File: config.mk
export PLATFORM = sky130hd
export DESIGN_NAME = if_stage
export DESIGN_NICKNAME = d
export VERILOG_FILES = /design/src/rtl/if_stage.sv
export SDC_FILE = /design/constraint.sdc
export NUM_CORES = 1
export LEC_CHECK = 0
export BUFFER_PORTS_ARGS = -buffer_cell sky130_fd_sc_hd__buf_2
export CAP_MARGIN = 20
export CORE_MARGIN = 2
export CORE_UTILIZATION = 50
export CTS_CLUSTER_SIZE = 12
export DETAILED_ROUTE_END_ITERATION = 6
export PLACE_DENSITY = 0.77
export SLEW_MARGIN = 20
export SYNTH_ARGS = -nofsm -noshare
export SYNTH_HDL_FRONTEND = slang
export SYNTH_SLANG_ARGS = --single-unit
File: constraint.sdc
create_clock -name clk -period 3.3 [get_ports clk]
set_input_delay 0 -clock clk [delete_from_list [all_inputs] [get_ports clk]]
set_output_delay 0 -clock clk [all_outputs]
set_load 0.02 [all_outputs]
File: src/rtl/if_stage.sv
// if_stage: instruction-fetch stage of the scalar LoongArch pipeline.
//
// Owns the fetch PC and issues word fetches over a request/grant interface
// with in-order responses. Returned words are queued with their PCs in a
// small instruction FIFO that decode reads through a valid/stall handshake.
// A redirect (flush_i) empties the FIFO, reloads the PC and discards every
// response still in flight.
//
// Parameters:
//   RESET_PC    first fetch address after reset
//   FIFO_DEPTH  instruction buffer entries (power of two, >= 2)
//
// Ports:
//   clk, rst                 clock (rising edge), async active-high reset
//   stall_i                  decode cannot take the head entry this cycle
//   flush_i, redirect_pc_i   redirect request and new fetch PC
//   imem_req_o, imem_addr_o  fetch request and word-aligned address
//   imem_gnt_i               request accepted this cycle
//   imem_rvalid_i/rdata_i    in-order response valid and instruction word
//   inst_valid_o, pc_o, inst_o  FIFO head entry presented to decode
//   fetch_cnt_o              popped-instruction count (IFETCH_PERF_CNT_EN)
//
// Optional feature: define IFETCH_PERF_CNT_EN to add fetch_cnt_o.

module if_stage #(
   parameter logic [31:0] RESET_PC   = 32'h1C00_0000,
   parameter int unsigned FIFO_DEPTH = 4
) (
   input  logic        clk,
   input  logic        rst,
   input  logic        stall_i,
   input  logic        flush_i,
   input  logic [31:0] redirect_pc_i,
   output logic        imem_req_o,
   output logic [31:0] imem_addr_o,
   input  logic        imem_gnt_i,
   input  logic        imem_rvalid_i,
   input  logic [31:0] imem_rdata_i,
   output logic        inst_valid_o,
   output logic [31:0] pc_o,
   output logic [31:0] inst_o
`ifdef IFETCH_PERF_CNT_EN
   ,
   output logic [31:0] fetch_cnt_o
`endif
);

   localparam int unsigned PTR_W = (FIFO_DEPTH > 1) ? $clog2(FIFO_DEPTH) : 1;
   localparam int unsigned CNT_W = PTR_W + 1;
   localparam logic [CNT_W:0] DEPTH_LIM = (CNT_W + 1)'(FIFO_DEPTH);

   localparam logic [1:0] BOOT  = 2'd0;
   localparam logic [1:0] RUN   = 2'd1;
   localparam logic [1:0] DRAIN = 2'd2;

   logic [1:0]       state, state_nxt;
   logic [31:0]      fetch_pc;
   logic [CNT_W-1:0] outstanding, outstanding_nxt;
   logic [CNT_W-1:0] drop_cnt, drop_nxt;

   // Tag FIFO: granted addresses, one entry per outstanding request.
   logic [31:0]      tag_mem [FIFO_DEPTH];
   logic [PTR_W-1:0] tag_rd_ptr, tag_wr_ptr;

   // Instruction FIFO.
   logic [31:0]      fifo_pc   [FIFO_DEPTH];
   logic [31:0]      fifo_inst [FIFO_DEPTH];
   logic [PTR_W-1:0] rd_ptr, wr_ptr;
   logic [CNT_W-1:0] fifo_cnt;

   // Last head values shown, so outputs hold while the FIFO is empty.
   logic [31:0]      hold_pc, hold_inst;

   logic [CNT_W:0]   credit_used;
   logic             gnt, resp, drop_resp, push, pop;
   logic             unused_redirect;

   assign unused_redirect = ^redirect_pc_i[1:0];

   // Credits are judged on registered counts only, so the request stays
   // stable until granted: a push is always paired with an outstanding
   // decrement and a pop only frees credit.
   assign credit_used = {1'b0, outstanding} + {1'b0, fifo_cnt};
   assign imem_req_o  = (state == RUN) && (credit_used < DEPTH_LIM);
   assign imem_addr_o = fetch_pc;

   assign gnt       = imem_req_o & imem_gnt_i;
   assign resp      = imem_rvalid_i & (outstanding != '0);
   assign drop_resp = resp & (drop_cnt != '0);

   assign inst_valid_o = (fifo_cnt != '0);
   assign pop          = inst_valid_o & ~stall_i & ~flush_i;
   assign push         = resp & ~drop_resp & ~flush_i;

   assign pc_o   = inst_valid_o ? fifo_pc[rd_ptr]   : hold_pc;
   assign inst_o = inst_valid_o ? fifo_inst[rd_ptr] : hold_inst;

   assign outstanding_nxt = outstanding + CNT_W'(gnt) - CNT_W'(resp);

   always_comb begin
      drop_nxt = drop_cnt;
      if (flush_i) begin
         // Everything still in flight after this cycle belongs to the old path.
         drop_nxt = outstanding_nxt;
      end else if (drop_resp) begin
         drop_nxt = drop_cnt - CNT_W'(1);
      end
   end

   always_comb begin
      state_nxt = state;
      case (state)
         BOOT:    state_nxt = RUN;
         RUN:     state_nxt = RUN;
         DRAIN:   if (drop_nxt == '0) state_nxt = RUN;
         default: state_nxt = BOOT;
      endcase
      if (flush_i) begin
         state_nxt = (drop_nxt == '0) ? RUN : DRAIN;
      end
   end

   always_ff @(posedge clk or posedge rst) begin
      if (rst) begin
         state       <= BOOT;
         fetch_pc    <= RESET_PC;
         outstanding <= '0;
         drop_cnt    <= '0;
         tag_rd_ptr  <= '0;
         tag_wr_ptr  <= '0;
         rd_ptr      <= '0;
         wr_ptr      <= '0;
         fifo_cnt    <= '0;
         hold_pc     <= '0;
         hold_inst   <= '0;
      end else begin
         state       <= state_nxt;
         outstanding <= outstanding_nxt;
         drop_cnt    <= drop_nxt;

         // Tag pointers advance even across a flush: dropped responses still
         // consume their tag.
         if (gnt)  tag_wr_ptr <= tag_wr_ptr + PTR_W'(1);
         if (resp) tag_rd_ptr <= tag_rd_ptr + PTR_W'(1);

         if (flush_i) begin
            fetch_pc <= {redirect_pc_i[31:2], 2'b00};
         end else if (gnt) begin
            fetch_pc <= fetch_pc + 32'd4;
         end

         if (inst_valid_o) begin
            hold_pc   <= fifo_pc[rd_ptr];
            hold_inst <= fifo_inst[rd_ptr];
         end

         if (flush_i) begin
            rd_ptr   <= '0;
            wr_ptr   <= '0;
            fifo_cnt <= '0;
         end else begin
            if (push) wr_ptr <= wr_ptr + PTR_W'(1);
            if (pop)  rd_ptr <= rd_ptr + PTR_W'(1);
            fifo_cnt <= fifo_cnt + CNT_W'(push) - CNT_W'(pop);
         end
      end
   end

   // Storage arrays carry no reset; validity is tracked by the counters.
   always_ff @(posedge clk) begin
      if (gnt) begin
         tag_mem[tag_wr_ptr] <= fetch_pc;
      end
      if (push) begin
         fifo_pc[wr_ptr]   <= tag_mem[tag_rd_ptr];
         fifo_inst[wr_ptr] <= imem_rdata_i;
      end
   end

`ifdef IFETCH_PERF_CNT_EN
   always_ff @(posedge clk or posedge rst) begin
      if (rst) begin
         fetch_cnt_o <= '0;
      end else if (pop) begin
         fetch_cnt_o <= fetch_cnt_o + 32'd1;
      end
   end
`endif

endmodule
# --- Word-level counts from Yosys, hierarchy flattened ---
# Memories as Yosys holds them, arrays and structs flattened.
# Index checks and enable logic that the tools add are counted.
op_classes:
  mux: 19
  reduce_logical: 10
  n_lt_le_gt_ge: 1
  bitwise_logic: 10
  addsub: 11
  eq_ne: 3
ops:
  columns: ["cell", "count"]
  rows:
  - ["$mux 32", 4]
  - ["$add 32x3->32 const B", 1]
  - ["$mux 2", 7]
  - ["$mux 3", 3]
  - ["$reduce_bool 3->1", 3]
  - ["$add 2x1->2 const B", 4]
  - ["$and 1x1->1", 7]
  - ["$add 3x1->3", 2]
  - ["$reduce_bool 2->1", 3]
  - ["$sub 3x1->3", 2]
  - ["$add 3x3->4", 1]
  - ["$lt 4x3->1 const B", 1]
  - ["$mux 1", 4]
  - ["$pmux 2 s2", 1]
  - ["$logic_not 3->1", 1]
  - ["$ne 3x3->1 const B", 1]
  - ["$not 1->1", 3]
  - ["$sub 3x1->3 const B", 1]
  - ["$eq 2x1->1 const B", 1]
  - ["$eq 2x2->1 const B", 1]
  - ["$logic_not 2->1", 1]
  - ["$reduce_or 2->1", 1]
  - ["$logic_and 1x1->1", 1]
word_totals:
  mem_bits_rw: 384
  output_inout_bits: 98
  memories: 3
  ff_bits: 115
  word_cells: 68
  in_bits: 70
mem_list:
  columns: ["name", "words", "width", "read_ports", "rd_ports_with_merged_regs", "wr", "line_no", "text"]
  rows:
  - ["fifo_inst", 4, 32, 1, 0, 1, "67", "logic [31:0] fifo_inst [FIFO_DEPTH];"]
  - ["fifo_pc", 4, 32, 1, 0, 1, "66", "logic [31:0] fifo_pc [FIFO_DEPTH];"]
  - ["tag_mem", 4, 32, 1, 0, 1, "62", "logic [31:0] tag_mem [FIFO_DEPTH];"]

# --- Depth between registers and ports, before layout ---
# Gate-level depths: netlist of run 1.
depth:
  ltp_word: 11
  mapped_depth: 15
  ltp_nobuf: 13

# --- Worst setup path after synthesis of run 1 ---
# OpenSTA, ideal clock, no wires.
synth_timing:
  path_type: "flip-flop to flip-flop"
  startpoint: "register outstanding[2]"
  endpoint: "register state[0]"
  required_ps: 3179
  setup_time_ps: 121
  period_less_slack_ps: 3200
  slack_ps: 100
  arrival_ps: 3079
  stages_incl_launch_ff: 16
  n_path_buf: 2
  cell_sequence: "dfrtp_1 > ha_1 > nor4b_2 > and4_1 > buf_4 > buf_2 > inv_1 > ha_1 > inv_1 > ha_1 > inv_1 > fa_1 > xnor2_1 > a2bb2oi_1 > nor3_1 > a22o_1"
synth_via:
  elab_chain_len: 10
  word_cells_on_any_way: 15
  cone_classes: "add/sub: 3; order compare: 1; eq/ne: 1; mux: 4; bitwise: 3; reduce/logical: 3"
synth_rtl:
  columns: ["item", "line_no", "text"]
  rows:
  - ["start: declaration", "58", "logic [CNT_W-1:0] outstanding, outstanding_nxt;"]
  - ["start signal: assignment", "138", "outstanding <= outstanding_nxt;"]
  - ["$add 3x3->4", "83", "assign credit_used = {1'b0, outstanding} + {1'b0, fifo_cnt};"]
  - ["$lt 4x3->1", "84", "assign imem_req_o = (state == RUN) && (credit_used < DEPTH_LIM);"]
  - ["$logic_and 1x1->1", "84", null]
  - ["$and 1x1->1", "87", "assign gnt = imem_req_o & imem_gnt_i;"]
  - ["$add 3x1->3", "98", "assign outstanding_nxt = outstanding + CNT_W'(gnt) - CNT_W'(resp);"]
  - ["$sub 3x1->3 *", "98", null]
  - ["via outstanding_nxt[2]", "58", null]
  - ["$mux 3 *", "102", "if (flush_i) begin"]
  - ["via drop_nxt[2]", "59", "logic [CNT_W-1:0] drop_cnt, drop_nxt;"]
  - ["$logic_not 3->1 *", "115, 119", null]
  - ["$mux 2", "119", "state_nxt = (drop_nxt == '0) ? RUN : DRAIN;"]
  - ["$mux 2", "118", "if (flush_i) begin"]
  - ["end signal: assignment", "137", "state <= state_nxt;"]
  - ["end: declaration", "56", "logic [1:0] state, state_nxt;"]
# Mark *: on every way through the listed nets, which the timed path passes. The rest lies on a longest branch.
# A chain may end at the register's enable or synchronous reset.

# --- Worst setup path in the final report of run 1 ---
# Ends and elaborated chain as after synthesis.

==> flow_summary.json, run 1 <==
{
  "outcome": "completed",
  "cp_cell_sequence": "ha_1 -> nor4b_4 -> and4_1 -> inv_1 -> ha_1 -> inv_1 -> ha_1 -> inv_1 -> fa_1 -> xnor2_2 -> a2bb2oi_2 -> nor3_1 -> a22o_1",
  "fillCellCount": 2605,
  "crit_path_start_kind": "flop",
  "fmax_mhz": 321,
  "required_ns": 3.74,
  "io_pins": 168,
  "layout.nets": 1275,
  "netlist_area_sq_mm": 0.0185,
  "fin_crit_sh": 0.943,
  "final_cell_mix": "edfxtp_1, buf_2, dfrtp_1, mux4_2, mux2_2",
  "setup_tns_ns": 0,
  "slowest_delay_ns": 0.43,
  "cts_setup_buffers": 0,
  "synth-compound-area-share": 0.0132,
  "p_per_area_mw_per_mm2": 846,
  "reg2reg_slack_ns": 0.19,
  "die_h_microns": 196,
  "grt_max_degree": 72,
  "vias": 9305,
  "worstSetupPathType": "reg2reg",
  "min_path_type": "in2async",
  "cts_buffers": 49,
  "synthMuxAreaShare": 0.153,
  "yosys.area_share.simple": 0.0356,
  "grt_overflow": 0,
  "cts_root_buf": "clkbuf_16",
  "drtAntennaViolNets": 0,
  "finalHoldViolCount": 0,
  "synth_xor_area_frac": 0.0180,
  "clock_sinks": 481,
  "syn2layout_area_growth_pct": 20.1,
  "synth-main-ff-cell": "edfxtp_1",
  "numPortBuffers": 163,
  "worstPathArrival_ns": 3.55,
  "synth_top_family_by_area": "multiplexers",
  "fp.dieW_microns": 196,
  "grtUsageTotal": 0.189,
  "path_max_fanout": 4,
  "drt_iter0_drc": 579,
  "insertion_delay_ns": 0.56,
  "synth_edf_count": 368,
  "drc": 0,
  "gp_congestion": 0.779,
  "path_clk_slew_ns": 0.06,
  "wl_per_cell_microns": 20.9,
  "leakagePower_nw": 7.92,
  "ir_drop_mv": 0.477,
  "end_kind": "flop",
  "rows": 70,
  "fin_skew_ns": 0.0138,
  "post-dp-hpwl_microns": 20700,
  "die_area_sq_mm": 0.0385,
  "place_ws_ns": 0.0794,
  "utilization": 0.608,
  "async_flop_share": 0.235,
  "cap_viol_max_count": 0,
  "slowest_stage": "dfrtp_1",
  "fin_ws_ns": 0.189,
  "min_period_ns": 3.11,
  "reg2reg_from": "outstanding[2]$_DFF_PP0_",
  "drt_first_pass_iters": 5,
  "diodes": 0,
  "slew-limit-headroom": 0.546,
  "ys_types": 46,
  "coreArea_sq_mm": 0.0365,
  "synth_fa_ha_area_frac": 0.0137,
  "netlist_instances": 928,
  "setup_violations": 0,
  "layout-drive-gt1-share": 0.353,
  "tightest_slew_ns": 0.676,
  "rr_endpoint": "state[0]$_DFFE_PP0P_",
  "antenna_found_initial": 0,
  "finalInstanceArea_sq_mm": 0.0222,
  "placed_cell_area_sq_mm": 0.0200,
  "layout_commonest_cell": "edfxtp_1",
  "grt_pass1_vias": 9708,
  "grt_pass1_wl_microns": 55400,
  "h-tree-depth": 2,
  "ys_ff_latch": 481,
  "yosys_warnings": 0,
  "slew_viol_final": 0,
  "rsz0062_at_grt": "false",
  "start_util": 0.506,
  "synth_seq_area_share": 0.750,
  "clk_path_buf_depth": 3,
  "totalWireLength_microns": 35400,
  "cts_tree": "yes",
  "vias_per_cell": 5.49,
  "synth_area_per_cell_sq_um": 19.9,
  "reg2reg_depth": 13
}
==> per-stage QoR <==
step                cells  hold slack, ns  power [mW]
CTS                  1695          0.0707        19.0
global route         1695           0.124        19.6
global placement     1538           0.139        13.4
floorplan             929          0.0989        11.8
finish               1695          0.0805        18.8
detailed placement   1538           0.146        13.6
==> cell type report <==
class / count / area (sq um) / area share
inverters: 23 / 88.8 / 0.00400
repair buffers: 251 / 1730 / 0.0777
well taps: 468 / 586 / 0.0264
clock buffers: 85 / 1500 / 0.0677
multi-input cells: 380 / 4350 / 0.196
clock inverters: 7 / 62.6 / 0.00282
flip-flops and latches: 481 / 13900 / 0.625
==> worst max-delay path by stage <==
stage                             startpoint                    to  slack (ns)  cells after the start
finish              outstanding[2]$_DFF_PP0_  state[0]$_DFFE_PP0P_        0.19                     13
global route        outstanding[2]$_DFF_PP0_  state[0]$_DFFE_PP0P_        0.03                     13
CTS                 outstanding[2]$_DFF_PP0_  state[0]$_DFFE_PP0P_        0.06                     13
detailed placement  outstanding[2]$_DFF_PP0_  state[0]$_DFFE_PP0P_        0.08                     13
global placement    outstanding[2]$_DFF_PP0_  state[0]$_DFFE_PP0P_        0.22                     13
floorplan           outstanding[2]$_DFF_PP0_  state[0]$_DFFE_PP0P_        0.10                     15
==> power by group <==
part           switching, mW  internal, mW
registers              0.452          7.47
logic                   3.13          2.45
clock network           2.13          3.16
total                   5.71          13.1
==> cell usage after synthesis (2+ instances only) <==
cell type	instances	area share
o21ai_0	20	0.0054
dfstp_2	3	0.0043
buf_1	3	0.00061
edfxtp_1	368	0.60
xnor2_1	15	0.0071
xor2_1	23	0.011
nor3_1	8	0.0022
and3_1	6	0.0020
nand2_1	36	0.0073
mux2_2	66	0.040
a21oi_1	3	0.00081
mux4_2	92	0.11
nand2b_1	2	0.00068
and2_1	13	0.0044
inv_2	2	0.00041
clkbuf_1	25	0.0051
buf_6	2	0.0012
inv_1	21	0.0043
nand3_1	16	0.0043
o21ai_1	8	0.0022
ha_1	17	0.011
nand4_1	19	0.0064
nor2_1	11	0.0022
and4_1	2	0.00095
buf_4	4	0.0016
dfrtp_1	110	0.15
fa_1	2	0.0022
buf_2	11	0.0030
a22o_1	2	0.00095
nor4_1	2	0.00068
==> flip-flops by register name, summed over array words and instances (netlist names) <==
| register | count |
|---|---|
| tag_wr_ptr | 2 |
| outstanding | 3 |
| tag_rd_ptr | 2 |
| fifo_cnt | 3 |
| fifo_pc | 120 |
| drop_cnt | 3 |
| state | 2 |
| rd_ptr | 2 |
| hold_pc | 32 |
| fifo_inst | 128 |
| wr_ptr | 2 |
| imem_addr_o | 30 |
| hold_inst | 32 |
| tag_mem | 120 |
==> cell families (layout without fill, tap and decap cells) <==
kind of cell    after synthesis  after routing
compound gates               40             40
flops                       481            481
buf+inv                      68            366
simple gates                122            122
xor+xnor                     38             38
other cells                   1              2
fa+ha+maj                    19             19
mux                         159            159
==> worst max-delay path, delay by kind of cell, from the launching register on <==
family | cells | cell delay (ns)
adder cells (fa/ha/maj) | 4 | 1.17
AND/OR/NAND/NOR | 3 | 0.66
flip-flops | 1 | 0.43
AO/OA/AOI/OAI | 2 | 0.38
XOR/XNOR | 1 | 0.22
buffers and inverters | 3 | 0.15
==> metal layers <==
layer | share of wire | up-vias | GRT usage
met5 | 0 | - | 0
met4 | 0.015 | 0 | 0.0494
met3 | 0.043 | 52 | 0.0289
met2 | 0.50 | 230 | 0.322
met1 | 0.44 | 4857 | 0.259
li1 | - | 4166 | -
==> repair_timing <==
| action | in CTS | in global routing |
|---|---|---|
| setup endpoints to repair | 0 | 2 |
| resized for setup | 0 | 3 |
| hold endpoints to repair | 209 | 0 |
| hold buffers | 65 | 0 |
No activity file was read; power rests on OpenSTA's default activity.
==> inputs of run 2 (changes only) <==
- ABC_AREA: unset -> 1
- PLACE_DENSITY: 0.77 -> 0.76
==> run 2 against run 1 <==
Register-to-register slack improved by 0.24 ns. Final area up 4.6%. Total power up 8.3%. Area after synthesis rose by 4.1%. Sequential power rose by 2%. Non-clock buffer count up 26. Global-route usage grew 3.1 points. Flip-flop and latch count is the same. First-iteration DRC count up 83%. Count of clock-buffer cells in the layout down 2. Largest cell class unchanged. Highest routed layer unchanged.
==> flow_summary.json, run 2 <==
{
  "placed_cell_area_sq_mm": 0.0208,
  "reg2reg_from": "outstanding[1]$_DFF_PP0_",
  "crit_path_start_kind": "flop",
  "worstSetupPathType": "reg2reg",
  "post-dp-hpwl_microns": 24800,
  "numPortBuffers": 163,
  "synth.most_common_cell": "nor2_1",
  "totalWireLength_microns": 44000,
  "synth-main-ff-cell": "edfxtp_1",
  "fin_crit_sh": 0.870,
  "final_cell_mix": "nor2_1, edfxtp_1, o21ai_0, buf_2, nand2_1",
  "grt_overflow": 0,
  "reg2reg_depth": 12,
  "drc": 0,
  "ys_types": 41,
  "tightest_slew_ns": 0.874,
  "netlist_instances": 1615,
  "leakagePower_nw": 8.65,
  "drt_first_pass_iters": 7,
  "cts_resized": 0,
  "grt_pass1_wl_microns": 69800,
  "instances_no_fill": 2414,
  "worstPathArrival_ns": 3.32,
  "synth_area_leaders": "edfxtp_1, dfrtp_1, nor2_1",
  "largest_reg_flops": 128,
  "fin_skew_ns": 0.0119,
  "p_per_area_mw_per_mm2": 876,
  "io_pins": 168,
  "path_clk_slew_ns": 0.06,
  "synth_edf_count": 368,
  "netlist_top_cells_count": "nor2_1, edfxtp_1, o21ai_0",
  "netlist_area_sq_mm": 0.0192,
  "grt_pass1_vias": 12800,
  "layout_commonest_cell": "nor2_1",
  "die_area_sq_mm": 0.0401,
  "rsz0062_at_grt": "false",
  "insertion_delay_ns": 0.57,
  "setup_violations": 0,
  "fin_ws_ns": 0.430,
  "drt_iter0_drc": 1062,
  "diodes": 0,
  "synth_seq_area_share": 0.721,
  "layout.nets": 1950,
  "rows": 71,
  "regMostFlops": "fifo_inst",
  "critPathLaunch": "outstanding[1]$_DFF_PP0_",
  "start_util": 0.510,
  "yosysTopAreaCell": "edfxtp_1",
  "slew_viol_final": 0,
  "clock_sinks": 481,
  "outcome": "completed",
  "layout-drive-gt1-share": 0.167,
  "wl_per_cell_microns": 18.2,
  "grtUsageTotal": 0.220,
  "ir_drop_mv": 0.501,
  "fp.dieW_microns": 200,
  "path_max_fanout": 6,
  "drtAntennaViolNets": 0,
  "grt_max_degree": 126,
  "h-tree-depth": 2,
  "antenna_found_initial": 0,
  "finalInstanceArea_sq_mm": 0.0232,
  "utilization": 0.615,
  "clk_path_buf_depth": 3,
  "ys_ff_latch": 481,
  "cts_tree": "yes",
  "place_ws_ns": 0.477,
  "cap_viol_max_count": 0,
  "vias": 13000,
  "vias_per_cell": 5.38,
  "cts_root_buf": "clkbuf_16",
  "finalHoldViolCount": 0,
  "placed_cells": 2238,
  "min_period_ns": 2.87,
  "end_kind": "flop",
  "yosys_warnings": 0,
  "synth_top_area_frac": 0.574,
  "async_flop_share": 0.235,
  "gp_congestion": 0.910,
  "syn2layout_area_growth_pct": 20.7,
  "synth_area_per_cell_sq_um": 11.9,
  "slew-limit-headroom": 0.418,
  "cts_buffers": 50,
  "min_path_type": "in2async",
  "fmax_mhz": 348,
  "required_ns": 3.75,
  "die_h_microns": 200,
  "coreArea_sq_mm": 0.0378,
  "reg_top3": "fifo_inst (128), fifo_pc (120), tag_mem (120)"
}
## run 2: cell count changes after synthesis, moves of 29 or more
cell,before,now
nand2_1,36,127
o21ai_0,20,196
nor2_1,11,415
mux4_2,92,0
inv_1,21,62
a31oi_1,1,63
o22ai_1,1,30
mux2_2,66,0
## run 2: worst paths after layout
check	end	slack, ns
setup reg to reg	fifo_cnt[2]$_DFF_PP0_	0.43
hold / removal	hold_pc[7]$_DFF_PP0_	0.1
setup / recovery	fifo_cnt[2]$_DFF_PP0_	0.43
hold reg to reg	hold_pc[0]$_DFF_PP0_	0.48
min in group clk	fifo_inst[3][25]$_DFFE_PP_	0.19
max in group asynchronous	hold_pc[29]$_DFF_PP0_	2.35
## run 2: critical path: stages (launching register included)
cell and delay (ns):
dfrtp_1 0.42, inv_1 0.09, nand2_2 0.12, nand2_1 0.12
inv_1 0.13, nand4_1 0.49, ha_1 0.50, inv_1 0.06
ha_1 0.13, inv_1 0.05, fa_1 0.38, o21ai_0 0.20
a21oi_1 0.06
## run 2: cell families (layout without fill, tap and decap cells)
group,after synthesis,after routing,share of synthesized area
AO/OA/AOI/OAI,312,312,0.0890
XOR/XNOR,23,23,0.0105
adder cells (fa/ha/maj),19,19,0.0131
buffers and inverters,157,444,0.0336
flip-flops,481,481,0.721
other,1,2,0.000195
AND/OR/NAND/NOR,622,622,0.132
## run 2: per-layer routing
metal | part of all wire | GRT usage | vias up
li1 | - | - | 6136
met1 | 0.43 | 0.303 | 6319
met2 | 0.49 | 0.363 | 472
met3 | 0.061 | 0.0371 | 68
met4 | 0.020 | 0.0650 | 0
met5 | 0 | 0 | -
## run 2: power breakdown
group          switching, mW  internal [mW]
logic                   4.77           1.92
registers              0.420           7.69
clock network           2.21           3.34
## run 2: layout make-up
cell class / instances / area, sq um
clock buffer: 83 / 1510
timing repair buffer: 277 / 2010
inverter: 73 / 283
clock inverter: 11 / 130
multi-input combinational: 978 / 4760
sequential: 481 / 13900
tap: 511 / 639
fill: 2826 / 14500
## run 2: through the flow
stage	TNS [ns]	hold WS, ns	total power [mW]
finish	0	0.0984	20.3
global route	0	0.142	21.4
CTS	0	0.0979	20.4
detailed placement	0	0.154	14.8
global placement	0	0.146	14.6
floorplan	-180.99	0.0989	12.5
## run 2: what timing repair did
action,in CTS,in global routing
hold buffers,82,0
endpoints found under the hold margin,224,0
setup buffers,0,0
==> inputs of run 3 (changes only) <==
- BUFFER_PORTS_ARGS: -buffer_cell sky130_fd_sc_hd__buf_2 -> unset
- DONT_BUFFER_PORTS: unset -> 1
- MAX_ROUTING_LAYER: unset -> met4
- PLACE_DENSITY: 0.76 -> 0.73
==> run 3 against run 2 <==
Die area is the same. Largest power group unchanged. Via count is 3.8% lower. Final cell count is 5.3% lower. Final area decreased by 2.5%. Worst setup slack worse by 0.019 ns. Utilization down 1.6 points. Combinational power decreased by 2%.
==> flow_summary.json, run 3 (synthesis results as in run 2) <==
{
  "drtAntennaViolNets": 0,
  "h-tree-depth": 2,
  "fmax_mhz": 346,
  "totalWireLength_microns": 42900,
  "outcome": "completed",
  "antenna_found_initial": 0,
  "coreArea_sq_mm": 0.0378,
  "vias": 12500,
  "layout.nets": 1821,
  "slew_viol_final": 0,
  "clk_path_buf_depth": 3,
  "layout_commonest_cell": "nor2_1",
  "instances_no_fill": 2285,
  "die_h_microns": 200,
  "worstSetupPathType": "reg2reg",
  "cts_root_buf": "clkbuf_16",
  "top_usage_layer": "met2",
  "grt_util_met2": 0.355,
  "p_per_area_mw_per_mm2": 898,
  "worstPathArrival_ns": 3.35,
  "numPortBuffers": 0,
  "rows": 71,
  "syn2layout_area_growth_pct": 17.6,
  "ir_drop_mv": 0.657,
  "tightest_slew_ns": 1.03,
  "cap_viol_max_count": 0,
  "grtUsageTotal": 0.222,
  "min_path_type": "in2async",
  "power_mw": 20.3,
  "layout-drive-gt1-share": 0.112,
  "setup_violations": 0,
  "min_period_ns": 2.89,
  "grt_pass1_wl_microns": 68000,
  "cts_buffers": 51,
  "drt_first_pass_iters": 5,
  "regMostFlops": "fifo_inst",
  "fin_crit_sh": 0.875,
  "clock_sinks": 481,
  "finalHoldViolCount": 0,
  "placed_cells": 2117,
  "gp_congestion": 0.885,
  "grt_pass1_vias": 12500,
  "setup_tns_ns": 0,
  "cts_tree": "yes",
  "hold_ws_ns": 0.0634,
  "vias_per_cell": 5.47,
  "fp.dieW_microns": 200,
  "grt_util_met3": 0.0488,
  "reg_top3": "fifo_inst (128), fifo_pc (120), tag_mem (120)",
  "path_clk_slew_ns": 0.06,
  "cts_resized": 0,
  "largest_reg_flops": 128,
  "fillCellCount": 2842,
  "final_cell_mix": "nor2_1, edfxtp_1, o21ai_0, nand2_1, dfrtp_1",
  "post-dp-hpwl_microns": 25200,
  "grtUsageMet1": 0.287,
  "fin_skew_ns": 0.0186,
  "io_pins": 168,
  "insertion_delay_ns": 0.59,
  "grt_max_degree": 88,
  "required_ns": 3.76,
  "wl_per_cell_microns": 18.8,
  "path_max_fanout": 6,
  "start_util": 0.510,
  "die_area_sq_mm": 0.0401,
  "drc": 0,
  "drt_iter0_drc": 955,
  "rsz0062_at_grt": "false",
  "end_kind": "flop",
  "grt_overflow": 0,
  "crit_path_start_kind": "flop",
  "slew-limit-headroom": 0.310,
  "diodes": 0,
  "leakagePower_nw": 8.19
}
[run 3: cell types whose count changed in the layout (fill, tap and decap cells not counted), moves of 2 or more]
cell,previous run,this run
dlygate4sd3_1,82,72
clkbuf_16,53,51
buf_4,21,63
clkbuf_8,7,5
buf_2,163,0
[run 3: worst paths after layout]
check | from | endpoint | slack, ns | cells after the start
max in group asynchronous | rst | hold_pc[26]$_DFF_PP0_ | 2.40 | 3
min in group clk | redirect_pc_i[13] | imem_addr_o[13]$_DFFE_PP0N_ | 0.10 | 3
worst max-delay path | outstanding[1]$_DFF_PP0_ | fifo_cnt[1]$_DFF_PP0_ | 0.41 | 13
worst min register to register | hold_pc[29]$_DFF_PP0_ | hold_pc[29]$_DFF_PP0_ | 0.55 | 2
worst max register to register | outstanding[1]$_DFF_PP0_ | fifo_cnt[1]$_DFF_PP0_ | 0.41 | 13
worst min-delay path | rst | hold_pc[8]$_DFF_PP0_ | 0.06 | 2
[run 3: through the flow]
step / util / setup WS [ns] / area (sq um)
floorplan: - / -0.730 / 19300
global placement: 0.537 / 0.595 / 20300
detailed placement: 0.537 / 0.553 / 20300
CTS: 0.600 / 0.439 / 22600
global route: 0.600 / 0.259 / 22600
finish: 0.600 / 0.411 / 22600
[run 3: what timing repair did]
| item | CTS | global route |
|---|---|---|
| hold buffers | 73 | 0 |
| endpoints found under the hold margin | 242 | 0 |
| setup buffers | 0 | 0 |
[run 3: area by class of cell]
class                           instances  area (sq um)  share of cell area
Timing Repair Buffer                  147          1430              0.0633
Clock inverter                         16           200             0.00884
Sequential cell                       481         13900               0.613
Clock buffer                           79          1430              0.0632
Multi-Input combinational cell        978          4760               0.210
Inverter                               73           282              0.0124
Tap cell                              511           639              0.0282
[run 3: where the power goes]
part           total (mW)  internal (mW)  switching, mW
logic                6.57           1.97           4.60
registers            8.24           7.69          0.546
clock network        5.51           3.23           2.27
[run 3: worst max-delay path: stages, from the launching register on]
cell and delay, ns:
dfrtp_1 0.42, inv_1 0.09, nand2_2 0.12, nand2_1 0.11, inv_1 0.14, nand4_1 0.10
buf_4 0.19, ha_1 0.27, inv_1 0.05, ha_1 0.12, inv_1 0.04, fa_1 0.49
nor2_1 0.04, dlygate4sd3_1 0.56
[run 3: metal layers]
layer	wire [microns]	up-vias	share of wire
li1	-	5865	-
met1	18200	6105	0.42
met2	20600	456	0.48
met3	3130	74	0.073
met4	973	0	0.023
met5	0	-	0
